===== src/rtl/alu_arbiter.sv =====
// Round-robin arbiter sharing one pipelined ALU among N_REQ requesters.
// In-flight operations carry a requester tag through a latency-matched pipe.
module alu_arbiter #(
    parameter int unsigned N_REQ   = 4,
    parameter int unsigned ALU_LAT = 1,
    parameter int unsigned DATA_W  = 32,
    parameter int unsigned OP_W    = 5
) (
    input  logic                    clk,
    input  logic                    reset,
    input  logic [N_REQ-1:0]        req_valid,
    output logic [N_REQ-1:0]        req_ready,
    input  logic [N_REQ*DATA_W-1:0] req_a,
    input  logic [N_REQ*DATA_W-1:0] req_b,
    input  logic [N_REQ*OP_W-1:0]   req_op,
    output logic [DATA_W-1:0]       alu_operand_a,
    output logic [DATA_W-1:0]       alu_operand_b,
    output logic [OP_W-1:0]         alu_op,
    input  logic [DATA_W-1:0]       alu_result,
    input  logic                    alu_zero,
    output logic [N_REQ-1:0]        rsp_valid,
    input  logic [N_REQ-1:0]        rsp_ready,
    output logic [N_REQ*DATA_W-1:0] rsp_result,
    output logic [N_REQ-1:0]        rsp_zero,
    output logic                    busy
);

    localparam int unsigned IdxW = $clog2(N_REQ);

    typedef enum logic [1:0] {StIdle, StInflight, StDone} state_e;

    state_e            state_q [N_REQ];
    state_e            state_d [N_REQ];
    logic [IdxW-1:0]   rr_ptr_q, rr_ptr_d;
    logic [N_REQ-1:0]  eligible;
    logic              grant_vld;
    logic [IdxW-1:0]   grant_idx;
    logic [IdxW-1:0]   cand;

    // Stage 0 is loaded at issue; stage ALU_LAT lines up with alu_result.
    logic [ALU_LAT:0]  tag_vld_q;
    logic [IdxW-1:0]   tag_id_q [ALU_LAT+1];
    logic              done_vld;
    logic [IdxW-1:0]   done_id;

    logic [DATA_W-1:0] result_q [N_REQ];
    logic [N_REQ-1:0]  zero_q;

    assign done_vld = tag_vld_q[ALU_LAT];
    assign done_id  = tag_id_q[ALU_LAT];

    always_comb begin
        for (int unsigned i = 0; i < N_REQ; i++) begin
            eligible[i] = req_valid[i] && (state_q[i] == StIdle);
        end
    end

    always_comb begin
        grant_vld = 1'b0;
        grant_idx = '0;
        cand      = '0;
        for (int unsigned k = 0; k < N_REQ; k++) begin
            cand = IdxW'((32'(rr_ptr_q) + k) % N_REQ);
            if (!grant_vld && eligible[cand]) begin
                grant_vld = 1'b1;
                grant_idx = cand;
            end
        end
    end

    // No handshake is offered while reset is held, so nothing is lost at a reset edge.
    always_comb begin
        req_ready = '0;
        if (grant_vld && reset) begin
            req_ready[grant_idx] = 1'b1;
        end
    end

    always_comb begin
        rr_ptr_d = rr_ptr_q;
        if (grant_vld) begin
            rr_ptr_d = (grant_idx == IdxW'(N_REQ - 1)) ? '0 : grant_idx + 1'b1;
        end
    end

    always_comb begin
        for (int unsigned i = 0; i < N_REQ; i++) begin
            state_d[i] = state_q[i];
            case (state_q[i])
                StIdle: begin
                    if (grant_vld && grant_idx == IdxW'(i)) state_d[i] = StInflight;
                end
                StInflight: begin
                    if (done_vld && done_id == IdxW'(i)) state_d[i] = StDone;
                end
                StDone: begin
                    if (rsp_ready[i]) state_d[i] = StIdle;
                end
                default: state_d[i] = StIdle;
            endcase
        end
    end

    always_ff @(posedge clk) begin
        if (!reset) begin
            rr_ptr_q      <= '0;
            tag_vld_q     <= '0;
            alu_operand_a <= '0;
            alu_operand_b <= '0;
            alu_op        <= '0;
            zero_q        <= '0;
            for (int unsigned s = 0; s <= ALU_LAT; s++) begin
                tag_id_q[s] <= '0;
            end
            for (int unsigned i = 0; i < N_REQ; i++) begin
                state_q[i]  <= StIdle;
                result_q[i] <= '0;
            end
        end else begin
            rr_ptr_q     <= rr_ptr_d;
            tag_vld_q[0] <= grant_vld;
            tag_id_q[0]  <= grant_idx;
            for (int unsigned s = 1; s <= ALU_LAT; s++) begin
                tag_vld_q[s] <= tag_vld_q[s-1];
                tag_id_q[s]  <= tag_id_q[s-1];
            end
            if (grant_vld) begin
                alu_operand_a <= req_a[32'(grant_idx)*DATA_W +: DATA_W];
                alu_operand_b <= req_b[32'(grant_idx)*DATA_W +: DATA_W];
                alu_op        <= req_op[32'(grant_idx)*OP_W +: OP_W];
            end
            if (done_vld) begin
                result_q[done_id] <= alu_result;
                zero_q[done_id]   <= alu_zero;
            end
            for (int unsigned i = 0; i < N_REQ; i++) begin
                state_q[i] <= state_d[i];
            end
        end
    end

    always_comb begin
        rsp_result = '0;
        rsp_valid  = '0;
        busy       = 1'b0;
        for (int unsigned i = 0; i < N_REQ; i++) begin
            rsp_result[i*DATA_W +: DATA_W] = result_q[i];
            rsp_valid[i] = (state_q[i] == StDone);
            busy         = busy | (state_q[i] != StIdle);
        end
    end

    assign rsp_zero = zero_q;

endmodule


===== config.mk =====
export PLATFORM = sky130hd
export DESIGN_NAME = alu_arbiter
export DESIGN_NICKNAME = d
export VERILOG_FILES = /design/src/rtl/alu_arbiter.sv
export SDC_FILE = /design/constraint.sdc
export NUM_CORES = 1
export LEC_CHECK = 0
export ABC_CLOCK_PERIOD_IN_PS = 6100
export CAP_MARGIN = 10
export CORE_AREA = 2 2 204 206
export DETAILED_ROUTE_END_ITERATION = 8
export DIE_AREA = 0 0 206 208
export PLACE_DENSITY = 0.5
export SETUP_SLACK_MARGIN = 0.5
export SYNTH_ARGS = -nofsm -noshare
export SYNTH_HDL_FRONTEND = slang
export SYNTH_SLANG_ARGS = --single-unit

===== constraint.sdc =====
create_clock -name clk -period 6.1 [get_ports clk]
set_clock_uncertainty 0.05 [all_clocks]
set_input_delay 1.22 -clock clk [delete_from_list [all_inputs] [get_ports clk]]
set_output_delay 1.22 -clock clk [all_outputs]
set_load 0.02 [all_outputs]

==> results of run 1 <==
## synth_stat cells, types with 3 or more instances
| cell type | instances | share of area, % |
|---|---|---|
| mux2i_1 | 142 | 15 |
| a22oi_1 | 4 | 0.32 |
| nand3_1 | 3 | 0.16 |
| nor2_1 | 106 | 4.2 |
| nor3b_1 | 4 | 0.32 |
| a21boi_0 | 3 | 0.24 |
| buf_4 | 4 | 0.32 |
| and2_1 | 6 | 0.40 |
| a21oi_1 | 3 | 0.16 |
| nand3b_1 | 3 | 0.24 |
| buf_2 | 20 | 1.1 |
| clkbuf_1 | 23 | 0.92 |
| inv_1 | 40 | 1.6 |
| nor2b_1 | 16 | 1.1 |
| buf_6 | 6 | 0.72 |
| edfxtp_1 | 128 | 41 |
| nand2b_1 | 4 | 0.27 |
| o221ai_1 | 69 | 6.4 |
| nand2_1 | 110 | 4.4 |
| dfxtp_1 | 89 | 19 |
## logic make-up after synthesis
family,share of synthesized area [%]
AND/OR/NAND/NOR,12.3
buffers and inverters,4.71
adder cells (fa/ha/maj),0.133
AO/OA/AOI/OAI,7.68
flip-flops,60.0
multiplexers,15.2
## per-layer routing
metal	track usage, %	vias up	share of wire [%]
li1	-	3913	-
met1	17.8	3872	35
met2	30.9	385	52
met3	6.89	60	11
met4	5.69	4	2.5
met5	0.346	-	0.078
## where the power goes
group / switching, mW / total, mW / internal [mW]
registers: 0.163 / 2.02 / 1.85
logic: 1.27 / 2.41 / 1.14
clock network: 0.611 / 1.49 / 0.877
total: 2.04 / 5.91 / 3.87
## cell usage in the layout (no fill, tap or decap), types with 5 or more instances in the layout
cell type | synthesis | routed
nor2_1 | 106 | 106
clkdlybuf4s50_1 | 0 | 528
nor2b_1 | 16 | 16
diode_2 | 0 | 8
dfxtp_1 | 89 | 89
nand2_2 | 1 | 5
clkinv_1 | 0 | 5
clkbuf_8 | 0 | 5
mux2i_1 | 142 | 142
edfxtp_1 | 128 | 128
and2_1 | 6 | 5
inv_1 | 40 | 40
clkbuf_16 | 0 | 26
nand2_1 | 110 | 106
o221ai_1 | 69 | 69
buf_4 | 4 | 9
## area by class of cell
cell class	count	area [um^2]
diodes	8	20.0
clock buffers	34	731
clock inverters	11	85.1
fillers	4041	24600
inverters	40	150
multi-input cells	491	3320
flip-flops and latches	217	5630
well taps	532	666
repair buffers	538	5370
## path summary, 6_finish.rpt
check / slack, ns / end
setup / recovery: 1.25 / req_ready[3]
hold / removal: 0.38 / tag_id_q[0][3]
setup reg to reg: 3.00 / alu_operand_b[2]
hold reg to reg: 0.38 / tag_id_q[0][3]
## state kept, by name, indices dropped and copies added, names as in the netlist
name and cells:
rr_ptr_q 2, tag_id_q 4, tag_vld_q 2, rsp_zero 4, alu_op 5, result_q 128, alu_operand_a 32, alu_operand_b 32
state_q 8
## worst max-delay path, delay by kind of cell
| kind | cells | cell delay, ns |
|---|---|---|
| AOI/OAI and AO/OA | 2 | 0.38 |
| adders and majority gates | 1 | 0.21 |
| buffers and inverters | 3 | 1.23 |
| and+or+nand+nor | 2 | 0.54 |
==> out/results.ini, run 1 <==
[critical_path]
worstPathArrival_ns = 3.58
timing.rr.start = state_q[0][0]
cp-start-kind = input pin
rr_worst_depth = 7
crit_path_top_delay_cell = clkdlybuf4s50_1
critical_path_class = input pin to output port
critPathMaxFanout = 3
cp_common_cell = clkdlybuf4s50_1
cpPeakStageDelay_ns = 0.60
critPathLaunch = req_valid[3]
critPathRequiredTime_ns = 4.83
path_cells = clkdlybuf4s50_1 > or3b_4 > a21boi_0 > o22ai_1 > inv_1 > ha_1 > and2_1 > clkdlybuf4s50_1
critPathCaptureType = output port

[clock_tree]
worstSkewPairLatency_ns = 0.53
cts_htree_levels = 1
cts_buffers = 26
cts_tree = yes
postCtsHoldBufs = 0
cts_sinks = 217
clockBufferDepth = 3
post_cts_resize_count = 0
cts_setup_buffers = 0
clk_pin_slew_ns = 0.05
root_buffer = clkbuf_16

[timing]
fmax_mhz = 206
min_period_ns = 4.85
slew_viol_final = 0
whs_ns = 0.381
grt_setup_unrepaired = no
final_hold_viol_count = 0
setup_ws_ns = 1.25
period_share_pct = 79.5
setup_violations = 0
tightest_slew_ns = 1.01
tns_ns = 0
max-slew-margin-rel_pct = 32.5

[floorplanning]
start_util_pct = 23.1
io_pins = 529
core_area_um2 = 40600
placement_rows = 74
die_w_um = 206
die_h_um = 208
dieArea_um2 = 42800

[synth]
synth_cell_types = 37
synthesis.area_um2 = 9380
syn-instance-count = 803
synthArstFlopShare_pct = 0
seq_area_frac_synth_pct = 60.0
syn_nets = 1123
avgSynthCellArea_um2 = 11.7
ys.flop_type = edfxtp_1
synth_edf_count = 128
yosys_warnings = 0
synth-seq-cells = 217

[placement]
gp_congestion = 0.816
place_area_um2 = 15100
dp.cells = 1818
pre_cts_slack_ns = 1.26
portBuffers = 528
place_hpwl_um = 28700

[layout]
fin_nets = 1634
fin_cells = 1871
drive_gt1_share_pct = 4.43
utilization_pct = 39.4
syn2layout_area_growth_pct = 70.3
finalInstanceArea_um2 = 16000

[detailed_routing]
drt.antenna.violating_nets = 0
dr.pass1.iters = 6
num_vias = 8234
wl_per_cell_um = 20.6
viasPerCell = 4.40
wirelength_um = 38600
drtIter0Drc = 260
post-route-drc-count = 0

[grt]
grt_overflow = 0
grt_pass1_wl_um = 54500
grt_pass1_vias = 8539
antenna_found_initial = 9
track_usage_pct = 17.1
grt_max_degree = 114

[power]
ir_drop_mv = 0.349
finalPower_mw = 5.91
leakagePower_nw = 6.40
powerDensity_nw_per_um2 = 370

[hold_path]
hp-class = flop to flop
hold_path.startpoint = tag_id_q[0][1]
hold-path-cell-count = 1

[run]
max-cap-violations = 0

[run_status]
status = finished clean

Note: power is estimated with default switching activity, not from simulation.
==> run 2, diff against run 1 <==
==> config.mk (replaced) <==
export PLATFORM = sky130hd
export DESIGN_NAME = alu_arbiter
export DESIGN_NICKNAME = d
export VERILOG_FILES = /design/src/rtl/alu_arbiter.sv
export SDC_FILE = /design/constraint.sdc
export NUM_CORES = 1
export LEC_CHECK = 0
export ABC_CLOCK_PERIOD_IN_PS = 4800
export CAP_MARGIN = 10
export CORE_AREA = 2 2 206 208
export DETAILED_ROUTE_END_ITERATION = 8
export DIE_AREA = 0 0 208 210
export PLACE_DENSITY = 0.49
export SETUP_SLACK_MARGIN = 0.5
export SYNTH_ARGS = -nofsm -noshare
export SYNTH_HDL_FRONTEND = slang
export SYNTH_SLANG_ARGS = --single-unit
==> constraint.sdc (replaced) <==
create_clock -name clk -period 4.8 [get_ports clk]
set_clock_uncertainty 0.05 [all_clocks]
set_input_delay 0.96 -clock clk [delete_from_list [all_inputs] [get_ports clk]]
set_output_delay 0.96 -clock clk [all_outputs]
set_load 0.02 [all_outputs]
==> run 2 against run 1 <==
Compared with the run above:
- design area up 0.67%
- non-clock buffer count up 4
- highest routed layer unchanged
- total power up 30%
- routed wire length down 1.0%
- critical path type unchanged
- via count up 0.28%
==> out/results.ini, run 2 (same netlist as run 1, synthesis figures left out) <==
[critical_path]
critPathBufInv = 3
rr_endpoint = alu_operand_a[24]
cp-start-kind = input pin
crit_path_top_delay_cell = clkdlybuf4s50_1
critical_path_class = input pin to output port
critPathMaxFanout = 3
critPathCaptureType = output port
critPathTopFamily = buffers and inverters
cp_common_cell = clkdlybuf4s50_1
cpPeakStageDelay_ns = 0.61
path_cells = clkdlybuf4s50_1 > or3b_4 > a21boi_0 > o22ai_1 > inv_1 > nand2_2 > nor2_1 > clkdlybuf4s50_1
rr_worst_depth = 7
critPathRequiredTime_ns = 3.79
worstPathArrival_ns = 3.09
timing.rr.start = state_q[0][0]
rrSetupSlack_ns = 1.91

[layout]
regMostFlops = result_q
fin_nets = 1638
multi_input_comb_area_um2 = 3320
largest_reg_flops = 128
reg.largest.list = result_q x128, alu_operand_a x32, alu_operand_b x32
layout_commonest_cell = clkdlybuf4s50_1
drive_gt1_share_pct = 4.94
syn2layout_area_growth_pct = 71.5
fillers = 4170
mostFrequentLayoutCells = 527 x clkdlybuf4s50_1, 142 x mux2i_1, 128 x edfxtp_1, 108 x nand2_1, 106 x nor2_1
ff_latch_area_um2 = 5630

[floorplanning]
io_pins = 529
placement_rows = 75
start_util_pct = 22.6
dieArea_um2 = 43700
core_area_um2 = 41500
die_h_um = 210
die_w_um = 208

[timing]
final_hold_viol_count = 0
slew_viol_final = 0
tns_ns = 0
grt_setup_unrepaired = no
setup_ws_ns = 0.698
period_share_pct = 85.5
max-slew-margin-rel_pct = 24.4
tightest_slew_ns = 1.13
fmax_mhz = 244
min_period_ns = 4.10
setup_violations = 0

[placement]
pre_cts_slack_ns = 0.545
gp_congestion = 0.818
portBuffers = 528
place_hpwl_um = 28600

[clock_tree]
cts_sinks = 217
root_buffer = clkbuf_16
cts_tree = yes
cts_buffers = 26
postCtsHoldBufs = 0
cts_htree_levels = 1
worstSkewPairLatency_ns = 0.53
clockBufferDepth = 3
clk_pin_slew_ns = 0.06

[detailed_routing]
drt.antenna.violating_nets = 0
post-route-drc-count = 0
wirelength_um = 38200
drtIter0Drc = 338
wl_per_cell_um = 20.3
num_vias = 8257
dr.pass1.iters = 5
viasPerCell = 4.39

[hold_path]
hold-path-cell-count = 1
min_to = tag_id_q[0][3]
hold_path.startpoint = tag_id_q[0][1]
hp-class = flop to flop

[grt]
grt_max_degree = 136
grt_pass1_wl_um = 55400
grt_overflow = 0
grt_pass1_vias = 8739
track_usage_pct = 16.7
antenna_found_initial = 5

[power]
finalPower_mw = 7.69
ir_drop_mv = 0.508
leakagePower_nw = 6.46
powerDensity_nw_per_um2 = 478

[run_status]
status = finished clean

[run]
max-cap-violations = 0

==> run 2: cell count changes in the layout (fill, tap and decap cells not counted), moves of 3 or more <==
cell	before	now
clkinvlp_4	0	4
clkinv_1	5	1
buf_4	9	13
clkbuf_16	26	29
diode_2	8	4
clkinv_2	4	1
==> run 2: where the power goes <==
part | leakage, nW | internal (mW) | total (mW) | switching [mW]
Combinational | 3.97 | 1.47 | 3.07 | 1.61
Clock | 0.426 | 1.25 | 2.05 | 0.803
Sequential | 2.07 | 2.35 | 2.57 | 0.214
Total | 6.46 | 5.07 | 7.69 | 2.62
==> run 2: worst max path at each step <==
stage / depth (start not counted) / start / to
2_1_floorplan: 8 / req_valid[1] / req_ready[3]
3_3_place_gp: 8 / req_valid[1] / req_ready[3]
3_5_place_dp: 8 / req_valid[3] / req_ready[3]
4_1_cts: 8 / req_valid[3] / req_ready[3]
5_1_grt: 7 / req_valid[3] / req_ready[0]
6_report: 8 / req_valid[3] / req_ready[2]
==> run 2: layout make-up <==
cell class,count,share of cell area [%]
sequential,217,35.0
clock inverter,9,0.669
inverter,40,0.934
tap,539,4.19
multi-input combinational,491,20.7
clock buffer,37,4.89
timing repair buffer,542,33.6
antenna,4,0.0622
==> run 2: routing by layer <==
layer  track usage [%]  part of all wire, %  wire, um  up-vias
met2              30.7                   51     19600      360
met5                 0                0.052        20        -
li1                  -                    -         -     3919
met3              6.66                   10      3930       50
met1              17.5                   36     13600     3926
met4              5.23                  2.6      1000        2
==> run 2: per-stage QoR <==
stage | std cells | cell area (um^2) | util (%) | hold WS [ns]
floorplan | 803 | 9380 | - | 0.362
global placement | 1829 | 15200 | 36.6 | 0.370
finish | 1879 | 16100 | 38.8 | 0.382
detailed placement | 1829 | 15200 | 36.6 | 0.368
global route | 1879 | 16100 | 38.8 | 0.415
CTS | 1875 | 16100 | 38.7 | 0.381
==> run 2: what timing repair did <==
action | in CTS | in global routing
buffers inserted | 0 | 0
gates resized for setup | 0 | 2
endpoints found under the setup margin | 0 | 4
==> run 3, diff against run 2 <==
--- a/config.mk
+++ b/config.mk
@@ -7,10 +7,12 @@
 export LEC_CHECK = 0
 export ABC_CLOCK_PERIOD_IN_PS = 4800
 export CAP_MARGIN = 10
-export CORE_AREA = 2 2 206 208
+export CORE_AREA = 2 2 203 205
+export CTS_BUF_LIST = sky130_fd_sc_hd__clkbuf_8
+export CTS_CLUSTER_SIZE = 8
 export DETAILED_ROUTE_END_ITERATION = 8
-export DIE_AREA = 0 0 208 210
-export PLACE_DENSITY = 0.49
+export DIE_AREA = 0 0 205 207
+export PLACE_DENSITY = 0.5
 export SETUP_SLACK_MARGIN = 0.5
 export SYNTH_ARGS = -nofsm -noshare
 export SYNTH_HDL_FRONTEND = slang
==> run 3 against run 2 <==
Compared with the run above:
- critical path depth unchanged
- clock power fell by 11%
- global-route usage increased by 1.4 points
- via count grew 1.5%
- critical endpoint unchanged
- hold slack got worse by 0.0093 ns
- routed wire length is 4.2% higher
- first-iteration DRC count shrank 2.1%
- non-clock buffer count rose by 1
- critical path type unchanged
- die area is 2.9% lower
- count of clock-buffer cells in the layout increased by 6
==> out/results.ini, run 3 (same netlist as run 1, synthesis figures left out) <==
[layout]
reg.largest.list = result_q x128, alu_operand_a x32, alu_operand_b x32
syn2layout_area_growth_pct = 70.6
fin_nets = 1655
layout_commonest_cell = clkdlybuf4s50_1
regMostFlops = result_q
largest_reg_flops = 128
fin_cells = 1906
drive_gt1_share_pct = 5.87
mostFrequentLayoutCells = 527 x clkdlybuf4s50_1, 142 x mux2i_1, 128 x edfxtp_1, 108 x nand2_1, 106 x nor2_1

[power]
swShare_pct = 35.7
power_frac_comb_pct = 41.1
internal-power_mw = 4.81
leakagePower_nw = 6.50
ir_drop_mv = 0.340
switching_power_mw = 2.66
clock_power_share_pct = 24.5
pwr-share-seq_pct = 34.4
powerDensity_nw_per_um2 = 467

[floorplanning]
die_w_um = 205
start_util_pct = 23.2
dieArea_um2 = 42400
core_area_um2 = 40400
placement_rows = 74
io_pins = 529
die_h_um = 207

[timing]
final_hold_viol_count = 0
setup_violations = 0
whs_ns = 0.372
period_share_pct = 85.5
tns_ns = 0
fmax_mhz = 244
tightest_slew_ns = 0.975
grt_setup_unrepaired = no
max-slew-margin-rel_pct = 34.8
slew_viol_final = 0
min_period_ns = 4.10

[clock_tree]
clockBufferDepth = 3
worstSkewPairLatency_ns = 0.58
clk_pin_slew_ns = 0.07
cts_tree = yes
root_buffer = clkbuf_8
cts_buffers = 42
postCtsHoldBufs = 0
cts_htree_levels = 2
cts_sinks = 217

[hold_path]
hold_path.startpoint = tag_id_q[0][1]
hp-class = flop to flop

[grt]
grt_pass1_wl_um = 56500
track_usage_pct = 18.1
grt_max_degree = 111
antenna_found_initial = 11
grt_pass1_vias = 8690
grt_overflow = 0

[placement]
place_hpwl_um = 29500
gp_congestion = 0.844
dp.cells = 1822
portBuffers = 528

[critical_path]
critPathCapture = req_ready[2]
cp_common_cell = clkdlybuf4s50_1
rr_worst_depth = 8
critPathMaxFanout = 3
rrSetupSlack_ns = 1.56
worstPathArrival_ns = 3.09
critPathCaptureType = output port
critical_path_class = input pin to output port
cpPeakStageDelay_ns = 0.61
crit_path_top_delay_cell = clkdlybuf4s50_1
rr_endpoint = alu_operand_a[28]
critPathRequiredTime_ns = 3.79
timing.rr.start = state_q[0][0]
critPathLaunch = req_valid[3]
path_cells = clkdlybuf4s50_1 > or3b_4 > a21boi_0 > o22ai_1 > inv_1 > nand2_2 > nor2_1 > clkdlybuf4s50_1
cp-start-kind = input pin

[run_status]
status = finished clean

[detailed_routing]
drt.antenna.violating_nets = 0
drtIter0Drc = 331
dr.pass1.iters = 5
viasPerCell = 4.40
num_vias = 8384
wl_per_cell_um = 20.9
wirelength_um = 39800
post-route-drc-count = 0

[run]
max-cap-violations = 0

run 3: layout make-up:
class	count	area, um^2
clock inverters	30	213
fillers	4049	24400
repair buffers	543	5410
well taps	532	666
diodes	10	25.0
clock buffers	43	592
multi-input cells	491	3320
inverters	40	150
flip-flops and latches	217	5630
run 3: critical path: cells and delay by family:
kind | cells | cell delay, ns
buf+inv | 3 | 1.25
simple gates | 3 | 0.55
compound gates | 2 | 0.32
run 3: repair_timing:
item | in CTS | in global routing
setup buffers | 1 | 0
hold endpoints to repair | 0 | 0
endpoints found under the setup margin | 1 | 4
resized for setup | 0 | 2
pin swaps | 1 | 0
run 3: metal layers:
layer  vias to the layer above  global-route usage, %  part of all wire, %
met5                         -                      0                 0.10
met1                      3968                   18.5                   35
met2                       391                   32.2                   52
li1                       3969                      -                    -
met4                         6                   6.62                  1.8
met3                        50                   8.29                   11
run 3: worst min-delay path by stage:
stage | slack (ns) | cells after the start | end
floorplan | 0.36 | 1 | tag_id_q[0][2]
global placement | 0.37 | 1 | tag_id_q[0][3]
detailed placement | 0.37 | 1 | tag_id_q[0][3]
CTS | 0.37 | 1 | tag_id_q[0][3]
global route | 0.39 | 1 | tag_id_q[0][3]
finish | 0.37 | 1 | tag_id_q[0][3]
run 3: per-stage QoR:
step / utilization [%] / cell area, um^2 / setup slack, ns / power (mW)
after floorplan: - / 9380 / 1.39 / 4.36
after global placement: 37.6 / 15200 / 0.524 / 5.69
after detailed placement: 37.6 / 15200 / 0.487 / 5.69
after CTS: 39.6 / 16000 / 0.518 / 7.59
after global routing: 39.6 / 16000 / 0.564 / 7.88
final: 39.6 / 16000 / 0.697 / 7.47
run 3: power groups by stage:
stage                     registers [mW]  clock network [mW]  logic, mW
after floorplan                     2.98                   0       1.37
final                               2.57                1.83       3.07
after CTS                           2.57                1.91       3.11
after detailed placement            2.59                   0       3.10
after global routing                2.61                2.00       3.27
after global placement              2.59                   0       3.10
